### config.mk
export PLATFORM = sky130hd
export DESIGN_NAME = gpio_led_ctrl
export DESIGN_NICKNAME = d
export VERILOG_FILES = /design/src/rtl/gpio_pkg.sv /design/src/rtl/gpio_led_ctrl_led_p2s_engine.sv /design/src/rtl/gpio_led_ctrl.sv
export SDC_FILE = /design/constraint.sdc
export NUM_CORES = 1
export LEC_CHECK = 0
export ABC_AREA = 1
export BUFFER_PORTS_ARGS = -buffer_cell sky130_fd_sc_hd__clkbuf_2
export CAP_MARGIN = 40
export CORE_MARGIN = 2
export CORE_UTILIZATION = 40
export CTS_BUF_LIST = sky130_fd_sc_hd__clkbuf_16
export DETAILED_ROUTE_END_ITERATION = 10
export GPL_ROUTABILITY_DRIVEN = 0
export PLACE_DENSITY_LB_ADDON = 0.12
export SETUP_SLACK_MARGIN = 0.2
export SLEW_MARGIN = 10
export SYNTH_ARGS = -nofsm -noshare
export SYNTH_HDL_FRONTEND = slang
export SYNTH_SLANG_ARGS = --single-unit
### constraint.sdc
create_clock -name clk -period 1.5 [get_ports clk]
set_clock_uncertainty 0.15 [all_clocks]
set_input_delay 0.075 -clock clk [delete_from_list [all_inputs] [get_ports clk]]
set_output_delay 0.075 -clock clk [all_outputs]
set_load 0.02 [all_outputs]
### src/rtl/gpio_pkg.sv
// Shared definitions for the GPIO / LED-chain block: serial-engine FSM state
// encoding and P_Data field offsets. P_Data packs {GPIO, LED, counter_set}
// with counter_set in the LSBs, so offsets are derived from the field widths.
package gpio_pkg;

  typedef enum logic [1:0] {
    ST_IDLE  = 2'd0,
    ST_CLEAR = 2'd1,
    ST_SHIFT = 2'd2,
    ST_LATCH = 2'd3
  } led_state_t;

  // counter_set always sits at bit 0 of P_Data.
  localparam int CNT_LSB = 0;

  function automatic int led_lsb(input int cnt_bits);
    return cnt_bits;
  endfunction

  function automatic int gpio_lsb(input int cnt_bits, input int led_bits);
    return cnt_bits + led_bits;
  endfunction

  function automatic int pdata_width(input int gpio_bits, input int led_bits,
                                     input int cnt_bits);
    return gpio_bits + led_bits + cnt_bits;
  endfunction

endpackage

### src/rtl/gpio_led_ctrl_led_p2s_engine.sv
// Parallel-to-serial LED chain engine: clear pulse, LED_BITS clocked bits, latch strobe.
// Latency: start sampled at edge t -> led_clr low from t+1, led_en/done at t+2+2*CLK_DIV*LED_BITS.
// Backpressure: none; start is ignored while busy, the caller re-asserts it if needed.
//
// Ports: clk, rst_n (async active-low); start (level, sampled in IDLE);
// load_dat (word captured into the shift register when a sequence begins);
// busy, done (one-cycle pulse in LATCH); led_clk, led_out, led_en, led_clr (chain pins).
module led_p2s_engine
  import gpio_pkg::*;
#(
  parameter int LED_BITS  = 16,
  parameter int CLK_DIV   = 2,
  parameter int MSB_FIRST = 0
) (
  input  logic                clk,
  input  logic                rst_n,
  input  logic                start,
  input  logic [LED_BITS-1:0] load_dat,
  output logic                busy,
  output logic                done,
  output logic                led_clk,
  output logic                led_out,
  output logic                led_en,
  output logic                led_clr
);

  localparam int BW = $clog2(LED_BITS);
  localparam int DW = $clog2(CLK_DIV) + 1;

  // Divider runs 0 .. 2*CLK_DIV-1 over one bit period; the upper half is LEDCLK high.
  localparam logic [DW-1:0] DIV_ONE  = DW'(1);
  localparam logic [DW-1:0] DIV_HALF = DW'(CLK_DIV);
  localparam logic [DW-1:0] DIV_LAST = DW'(2 * CLK_DIV - 1);
  localparam logic [BW-1:0] BIT_ONE  = BW'(1);
  localparam logic [BW-1:0] BIT_LAST = BW'(LED_BITS - 1);

  led_state_t          state;
  led_state_t          state_nxt;
  logic [DW-1:0]       div_cnt;
  logic [BW-1:0]       bit_cnt;
  logic [LED_BITS-1:0] shreg;
  logic                period_end;
  logic                head_bit;

  assign period_end = (div_cnt == DIV_LAST);
  assign head_bit   = (MSB_FIRST != 0) ? shreg[LED_BITS-1] : shreg[0];

  // State register
  always_ff @(posedge clk or negedge rst_n) begin
    if (!rst_n) begin
      state <= ST_IDLE;
    end else begin
      state <= state_nxt;
    end
  end

  // Next-state logic
  always_comb begin
    state_nxt = state;
    case (state)
      ST_IDLE:  if (start) state_nxt = ST_CLEAR;
      ST_CLEAR: state_nxt = ST_SHIFT;
      ST_SHIFT: if (period_end && (bit_cnt == BIT_LAST)) state_nxt = ST_LATCH;
      ST_LATCH: state_nxt = ST_IDLE;
      default:  state_nxt = ST_IDLE;
    endcase
  end

  // Divider, bit counter and shift register. Counters are parked at zero in
  // IDLE so SHIFT always begins on a fresh low phase.
  always_ff @(posedge clk or negedge rst_n) begin
    if (!rst_n) begin
      div_cnt <= '0;
      bit_cnt <= '0;
      shreg   <= '0;
    end else begin
      case (state)
        ST_IDLE: begin
          div_cnt <= '0;
          bit_cnt <= '0;
          if (start) shreg <= load_dat;
        end
        ST_SHIFT: begin
          if (period_end) begin
            div_cnt <= '0;
            // Hold at terminal count; the FSM leaves SHIFT on this edge.
            if (bit_cnt != BIT_LAST) bit_cnt <= bit_cnt + BIT_ONE;
            if (MSB_FIRST != 0) shreg <= {shreg[LED_BITS-2:0], 1'b0};
            else                shreg <= {1'b0, shreg[LED_BITS-1:1]};
          end else begin
            div_cnt <= div_cnt + DIV_ONE;
          end
        end
        default: ;
      endcase
    end
  end

  // Moore outputs
  always_comb begin
    busy    = (state != ST_IDLE);
    done    = (state == ST_LATCH);
    led_en  = (state == ST_LATCH);
    led_clr = (state != ST_CLEAR);
    led_clk = (state == ST_SHIFT) && (div_cnt >= DIV_HALF);
    led_out = (state == ST_SHIFT) && head_bit;
  end

endmodule

### src/rtl/gpio_led_ctrl.sv
// GPIO / LED / counter-select output register with a serial LED-chain driver.
// Latency: fields visible 1 cycle after EN; chain sequence is 2+2*CLK_DIV*LED_BITS cycles.
// Backpressure: writes always accepted; Start ignored while busy (autosync queues one rerun).
//
// Ports: clk, rst_n (async active-low); EN + P_Data = {GPIO, LED, counter_set} write;
// Start (level); busy, done; counter_set, LED, GPIO field outputs;
// LEDCLK, LEDOUT, LEDEN, LEDCLR chain pins.
// Optional feature: define GPIO_AUTOSYNC_EN to rerun the chain automatically
// whenever a write changes the LED field.
module gpio_led_ctrl
  import gpio_pkg::*;
#(
  parameter int                  LED_BITS  = 16,
  parameter int                  GPIO_BITS = 14,
  parameter int                  CNT_BITS  = 2,
  parameter int                  CLK_DIV   = 2,
  parameter int                  MSB_FIRST = 0,
  parameter int                  INVERT    = 1,
  parameter logic [LED_BITS-1:0] LED_RST   = 'h2A
) (
  input  logic                                   clk,
  input  logic                                   rst_n,
  input  logic                                   EN,
  input  logic [GPIO_BITS+LED_BITS+CNT_BITS-1:0] P_Data,
  input  logic                                   Start,
  output logic                                   busy,
  output logic                                   done,
  output logic [CNT_BITS-1:0]                    counter_set,
  output logic [LED_BITS-1:0]                    LED,
  output logic [GPIO_BITS-1:0]                   GPIO,
  output logic                                   LEDCLK,
  output logic                                   LEDOUT,
  output logic                                   LEDEN,
  output logic                                   LEDCLR
);

  localparam int LED_LSB  = led_lsb(CNT_BITS);
  localparam int GPIO_LSB = gpio_lsb(CNT_BITS, LED_BITS);

  logic [LED_BITS-1:0] led_wr_dat;
  logic [LED_BITS-1:0] led_src;
  logic [LED_BITS-1:0] snap_dat;
  logic                shift_req;

  assign led_wr_dat = P_Data[LED_LSB +: LED_BITS];

  // Field registers
  always_ff @(posedge clk or negedge rst_n) begin
    if (!rst_n) begin
      GPIO        <= '0;
      LED         <= LED_RST;
      counter_set <= '0;
    end else if (EN) begin
      GPIO        <= P_Data[GPIO_LSB +: GPIO_BITS];
      LED         <= led_wr_dat;
      counter_set <= P_Data[CNT_LSB +: CNT_BITS];
    end
  end

  // A write landing on the same edge as the start must be the value shifted,
  // so the snapshot looks through to the incoming LED field.
  assign led_src  = EN ? led_wr_dat : LED;
  assign snap_dat = (INVERT != 0) ? ~led_src : led_src;

`ifdef GPIO_AUTOSYNC_EN
  logic sync_pend;

  // Clearing wins over setting: a write on the start edge is already in the snapshot.
  always_ff @(posedge clk or negedge rst_n) begin
    if (!rst_n) begin
      sync_pend <= 1'b0;
    end else if (!busy && shift_req) begin
      sync_pend <= 1'b0;
    end else if (EN && (led_wr_dat != LED)) begin
      sync_pend <= 1'b1;
    end
  end

  assign shift_req = Start | sync_pend;
`else
  assign shift_req = Start;
`endif

  led_p2s_engine #(
    .LED_BITS  (LED_BITS),
    .CLK_DIV   (CLK_DIV),
    .MSB_FIRST (MSB_FIRST)
  ) u_engine (
    .clk      (clk),
    .rst_n    (rst_n),
    .start    (shift_req),
    .load_dat (snap_dat),
    .busy     (busy),
    .done     (done),
    .led_clk  (LEDCLK),
    .led_out  (LEDOUT),
    .led_en   (LEDEN),
    .led_clr  (LEDCLR)
  );

endmodule

Yosys cells after proc, flatten, opt, wreduce, memory -nomap -nowiden
Index checks and enable logic that the tools add are counted.
{ "word_totals": {"register_bits": 56} }
{ "classes": {"addsub": 2, "order_cmp": 1, "eq_ne": 11, "mux": 12, "bitwise_logic": 1, "n_reduce_logical": 9} }
{ "op_table": {"columns": ["operator", "count"], "rows": [
  ["2-to-1 mux 16 bit", 3],
  ["case mux 16 bit (2 select lines)", 1],
  ["inverter 16 bit", 1],
  ["2-to-1 mux 4 bit", 2],
  ["inequality test 2 x 1 -> 1 bit, second input constant", 4],
  ["case mux 2 bit (4 select lines)", 1],
  ["case mux 4 bit (2 select lines)", 1],
  ["== test 2 bit, second input constant", 3],
  ["2-to-1 mux 2 bit", 3],
  ["AND reduction 3 bit", 2],
  ["adder 4 x 1 -> 4 bit, second input constant", 1],
  ["== test 4 bit, second input constant", 1],
  ["inequality test 4 bit, second input constant", 1],
  ["case mux 2 bit (2 select lines)", 1],
  ["nonzero test 2 bit", 2],
  ["logical AND 1 bit", 3],
  ["adder 2 x 1 -> 2 bit, second input constant", 1],
  ["== test 2 x 1 -> 1 bit, second input constant", 1],
  [">= comparator 2 bit, second input constant", 1],
  ["logical NOT 2 bit", 1],
  ["inequality test 2 bit, second input constant", 1],
  ["AND reduction 2 bit", 1]
]} }

Logic depth before layout (Yosys ltp)
{ "logic_depth": {"word_depth": 4, "ltp_mapped": 10, "ltp_nobuf": 9} }

Modules after synthesis
Synthesis repeated with hierarchy kept, for this count alone.
{ "unflattened": {"cells_unflattened": 418, "area_unflattened_um2": 2962.8} }
{ "modules_own_cells": {"columns": ["module", "n_inst", "cells_each", "area_per_inst_um2", "seq_area_each_um2"], "rows": [
  ["gpio_led_ctrl", 1, 219, 1527.7, 804.5],
  ["led_p2s_engine", 1, 199, 1435.1, 600.6]
]} }

Least setup slack after synthesis
Ideal clock, no wire load.
{ "synth_timing": {"path_kind": "register to register", "start": "reg u_engine.state[0]", "end": "reg u_engine.shreg[10]", "setup_time_ns": 0.116, "arrival_ns": 1.337, "required_ns": 1.234, "setup_slack_ns": -0.103, "stages_incl_launch_ff": 11, "n_path_buf": 1, "cell_sequence": "dfrtp_1 > inv_1 > ha_1 > inv_1 > nand2_1 > nand2_2 > inv_2 > nand2_4 > buf_4 > nand2_1 > nand2_1"} }
{ "synth_between": {"elab_chain_cells": 3, "word_cells_on_any_way": 7} }
{ "synth_rtl": {"columns": ["element", "line_no", "text"], "rows": [
  ["start: declaration", "gpio_led_ctrl_led_p2s_engine.sv:37", "led_state_t state;"],
  ["start signal: assignment", "gpio_led_ctrl_led_p2s_engine.sv:53", "state <= state_nxt;"],
  ["== test 2 bit / logical NOT 2 bit (equally long branches)", "gpio_led_ctrl_led_p2s_engine.sv:77", "case (state)"],
  ["inequality test 2 x 1 -> 1 bit (no line) (tied with other cells)", null, null],
  ["AND reduction 3 bit (no line)", null, null],
  ["end signal: assignment", "gpio_led_ctrl_led_p2s_engine.sv:81", "if (start) shreg <= load_dat;"],
  ["end signal: assignment", "gpio_led_ctrl_led_p2s_engine.sv:88", "if (MSB_FIRST != 0) shreg <= {shreg[LED_BITS-2:0], 1'b0};"],
  ["end signal: assignment", "gpio_led_ctrl_led_p2s_engine.sv:89", "else shreg <= {1'b0, shreg[LED_BITS-1:1]};"],
  ["end: declaration", "gpio_led_ctrl_led_p2s_engine.sv:41", "logic [LED_BITS-1:0] shreg;"]
]} }
Several ways; a longest one is shown, not always the timed one.
A chain may end at the register's enable or synchronous reset.

Worst setup path after layout
{ "layout_timing": {"start": "reg u_engine.state[0]", "end": "out busy"} }
{ "layout_between": {"elab_chain_cells": 1} }
{ "layout_rtl": {"columns": ["element", "line_no", "text"], "rows": [
  ["nonzero test 2 bit", "gpio_led_ctrl_led_p2s_engine.sv:101", "busy = (state != ST_IDLE);"],
  ["end: declaration", "gpio_led_ctrl.sv:26", "output logic busy,"]
]} }
No other way between the ends.

==> reports/qor.txt <==
Cell row count -> 29
FF+latch area -> 1410 um2
TritonCTS Buffers -> 5
Vias in the first global route -> 2466
Commonest cells after routing, fill and taps aside -> nand2_1, clkbuf_2, dfrtp_1
Crit Path Max Fanout -> 3
# IOs -> 74
Vias per Instance -> 4.57
Clk pin slew, worst setup/hold paths -> 70 ps
# DRC -> 0
Rel. slew slack -> 0.724
Drt first pass iters -> 4
Slew @ Worst Pin -> 414 ps
VDD IR-drop max -> 0.738 mV
Post-synthesis cell count -> 334
Final #Nets -> 505
CP Launch Type -> flip-flop
Pin count of the biggest net entering global routing -> 57
WL final -> 6680 um
Critical path class -> reg2out
Total Power -> 7.01 mW
Starting Density -> 0.411
Worst EP arrival -> 1340 ps
Die ar. -> 7150 um2
Global-route usage over all layers -> 0.192
Port bufs -> 73
CTS Root Buffer Type -> clkbuf_16
Status -> finished with violations
# fillers -> 542
Syn avg cell area -> 7.77 um2
First-pass GRT wire length -> 11300 um
Die span in x -> 84.5 um
Slew Viols, Final -> 0
Pwr per Cell Area -> 1730 nW/um2
Via count -> 2465
Failing checks -> negative setup slack
Initial antenna violation count -> 0
Core area -> 6310 um2
Top cell type's share of synthesized area -> 0.511
Clk sinks -> 56
Clock buffer depth -> 2
Fmax -> 639 MHz
Slowest CP cell -> dfrtp_1
Crit end category -> output pin
Synth warn -> 0
Height of the die -> 84.5 um
Netlist area before placement -> 2590 um2
Clk_lat worst skew -> 290 ps
Cell mode on critical path -> buf_4
Synth area leader -> dfrtp_1
Routed Antenna Nets -> 0
H-Tree Depth -> 2
Detailed Place HPWL -> 3900 um
Syn Nets -> 378
Seq/Total Area, Yosys -> 0.541
Setup_tns -> -790 ps
Max stage delay on crit path -> 390 ps
Req. time, crit path -> 1270 ps
Synthesis-stage register bit count -> 56
Share of cells above drive strength 1 -> 0.351
Final Hold Fails -> 0
Crit-path cells -> inv_2 > buf_4 > ha_4 > inv_4 > buf_4 > clkbuf_8
Layout Utilization -> 0.643
RSZ-0062 raised after global routing -> yes
Hold Path Class -> in2reg
Final Cycle Share -> 1.04
Max Cap Viol -> 0
Static Leak -> 2.23 nW
Ant. Diodes -> 0
Starting DRT DRC Count -> 97
TritonCTS clock tree -> done
Final setup vio count -> 18
Multi-input gate area -> 1290 um2
Synth cell types -> 17
Most common cell after layout, fill and taps aside -> nand2_1
Gr ovfl total -> 0
Crit path time final -> 1570 ps
Synth area leaders -> dfrtp_1, nand2_1, ha_1
Final setup margin -> -65.9 ps
Area growth, synth to finish -> 56.6%
DR WL/cell -> 12.4 um
## area by class of cell
class                   instances  share of cell area
flip-flops and latches         56               0.346
multi-input cells             249               0.318
repair buffers                132               0.258
clock buffers                   5              0.0308
well taps                      77              0.0237
inverters                      17              0.0194
clock inverters                 3             0.00400
## cells in the mapped netlist
cell        n
nand2_1   205
nand2_2     1
o21ai_0     2
buf_2       8
inv_1      14
nand4_1     2
dfstp_2     3
buf_4       4
nor2_4      1
nand3_1    19
inv_2       3
nand2_4     1
ha_1        8
dfrtp_1    53
nor2_1      8
or2_2       1
clkbuf_1    1
## worst max-delay path: cells and delay by family (launching register included)
family,cells,cell delay (ps)
fa+ha+maj,1,150
flops,1,390
buf+inv,5,520
## logic make-up (layout without fill, tap and decap cells)
logic type	after synthesis	after routing	share of synthesized area
adder cells (fa/ha/maj)	8	8	0.0386
AO/OA/AOI/OAI	2	2	0.00386
buffers and inverters	30	157	0.0530
AND/OR/NAND/NOR	238	239	0.363
flip-flops	56	56	0.541
## flip-flops by register name, summed over array words and instances, names as in the netlist
| signal | cells |
|---|---|
| counter_set | 2 |
| u_engine.state | 2 |
| u_engine.bit_cnt | 4 |
| u_engine.div_cnt | 2 |
| GPIO | 14 |
| LED | 16 |
| u_engine.shreg | 16 |
## stage by stage
stage | worst slack [ps] | std cells | hold WS (ps) | area (um2)
2_1_floorplan | 32.8 | 334 | -371 | 2660
3_3_place_gp | -36.9 | 486 | -44.2 | 3160
3_5_place_dp | -97.3 | 486 | -42.2 | 3160
4_1_cts | -72.8 | 538 | 80.2 | 3960
5_1_grt | -126 | 539 | 119 | 4060
6_report | -65.9 | 539 | 85.6 | 4060
## timing repair
item | CTS | global route
setup buffers | 8 | 1
hold endpoints to repair | 88 | 0
setup endpoints to repair | 29 | 30
hold buffers | 33 | 0
pin swaps | 15 | 17
gates resized for setup | 61 | 29
gates cloned | 3 | 0
## report_power, final
group / internal (mW) / switching (mW)
combinational: 1.71 / 2.08
clock: 0.611 / 0.519
sequential: 1.88 / 0.211
## per-layer routing
| metal | up-vias | wire, um | share of wire | GRT usage |
|---|---|---|---|---|
| met5 | - | 0 | 0 | 0 |
| met4 | 0 | 23 | 0.0034 | 0.0390 |
| met3 | 2 | 231 | 0.035 | 0.0334 |
| met2 | 50 | 3460 | 0.52 | 0.333 |
| met1 | 1146 | 2970 | 0.44 | 0.253 |
| li1 | 1267 | - | - | - |
## worst paths after layout
| path | start | to | slack [ps] | cells past startpoint |
|---|---|---|---|---|
| worst min register to register | u_engine.shreg[1] | u_engine.shreg[1] | 320 | 2 |
| worst max-delay path | u_engine.state[0] | busy | -70 | 6 |
| min in group asynchronous | rst_n | GPIO[9] | 170 | 3 |
| worst max register to register | u_engine.state[0] | u_engine.shreg[7] | -60 | 10 |
| max in group asynchronous | rst_n | LED[3] | 720 | 3 |
| worst min-delay path | EN | LED[1] | 90 | 4 |
(Power assumes the default switching activity.)
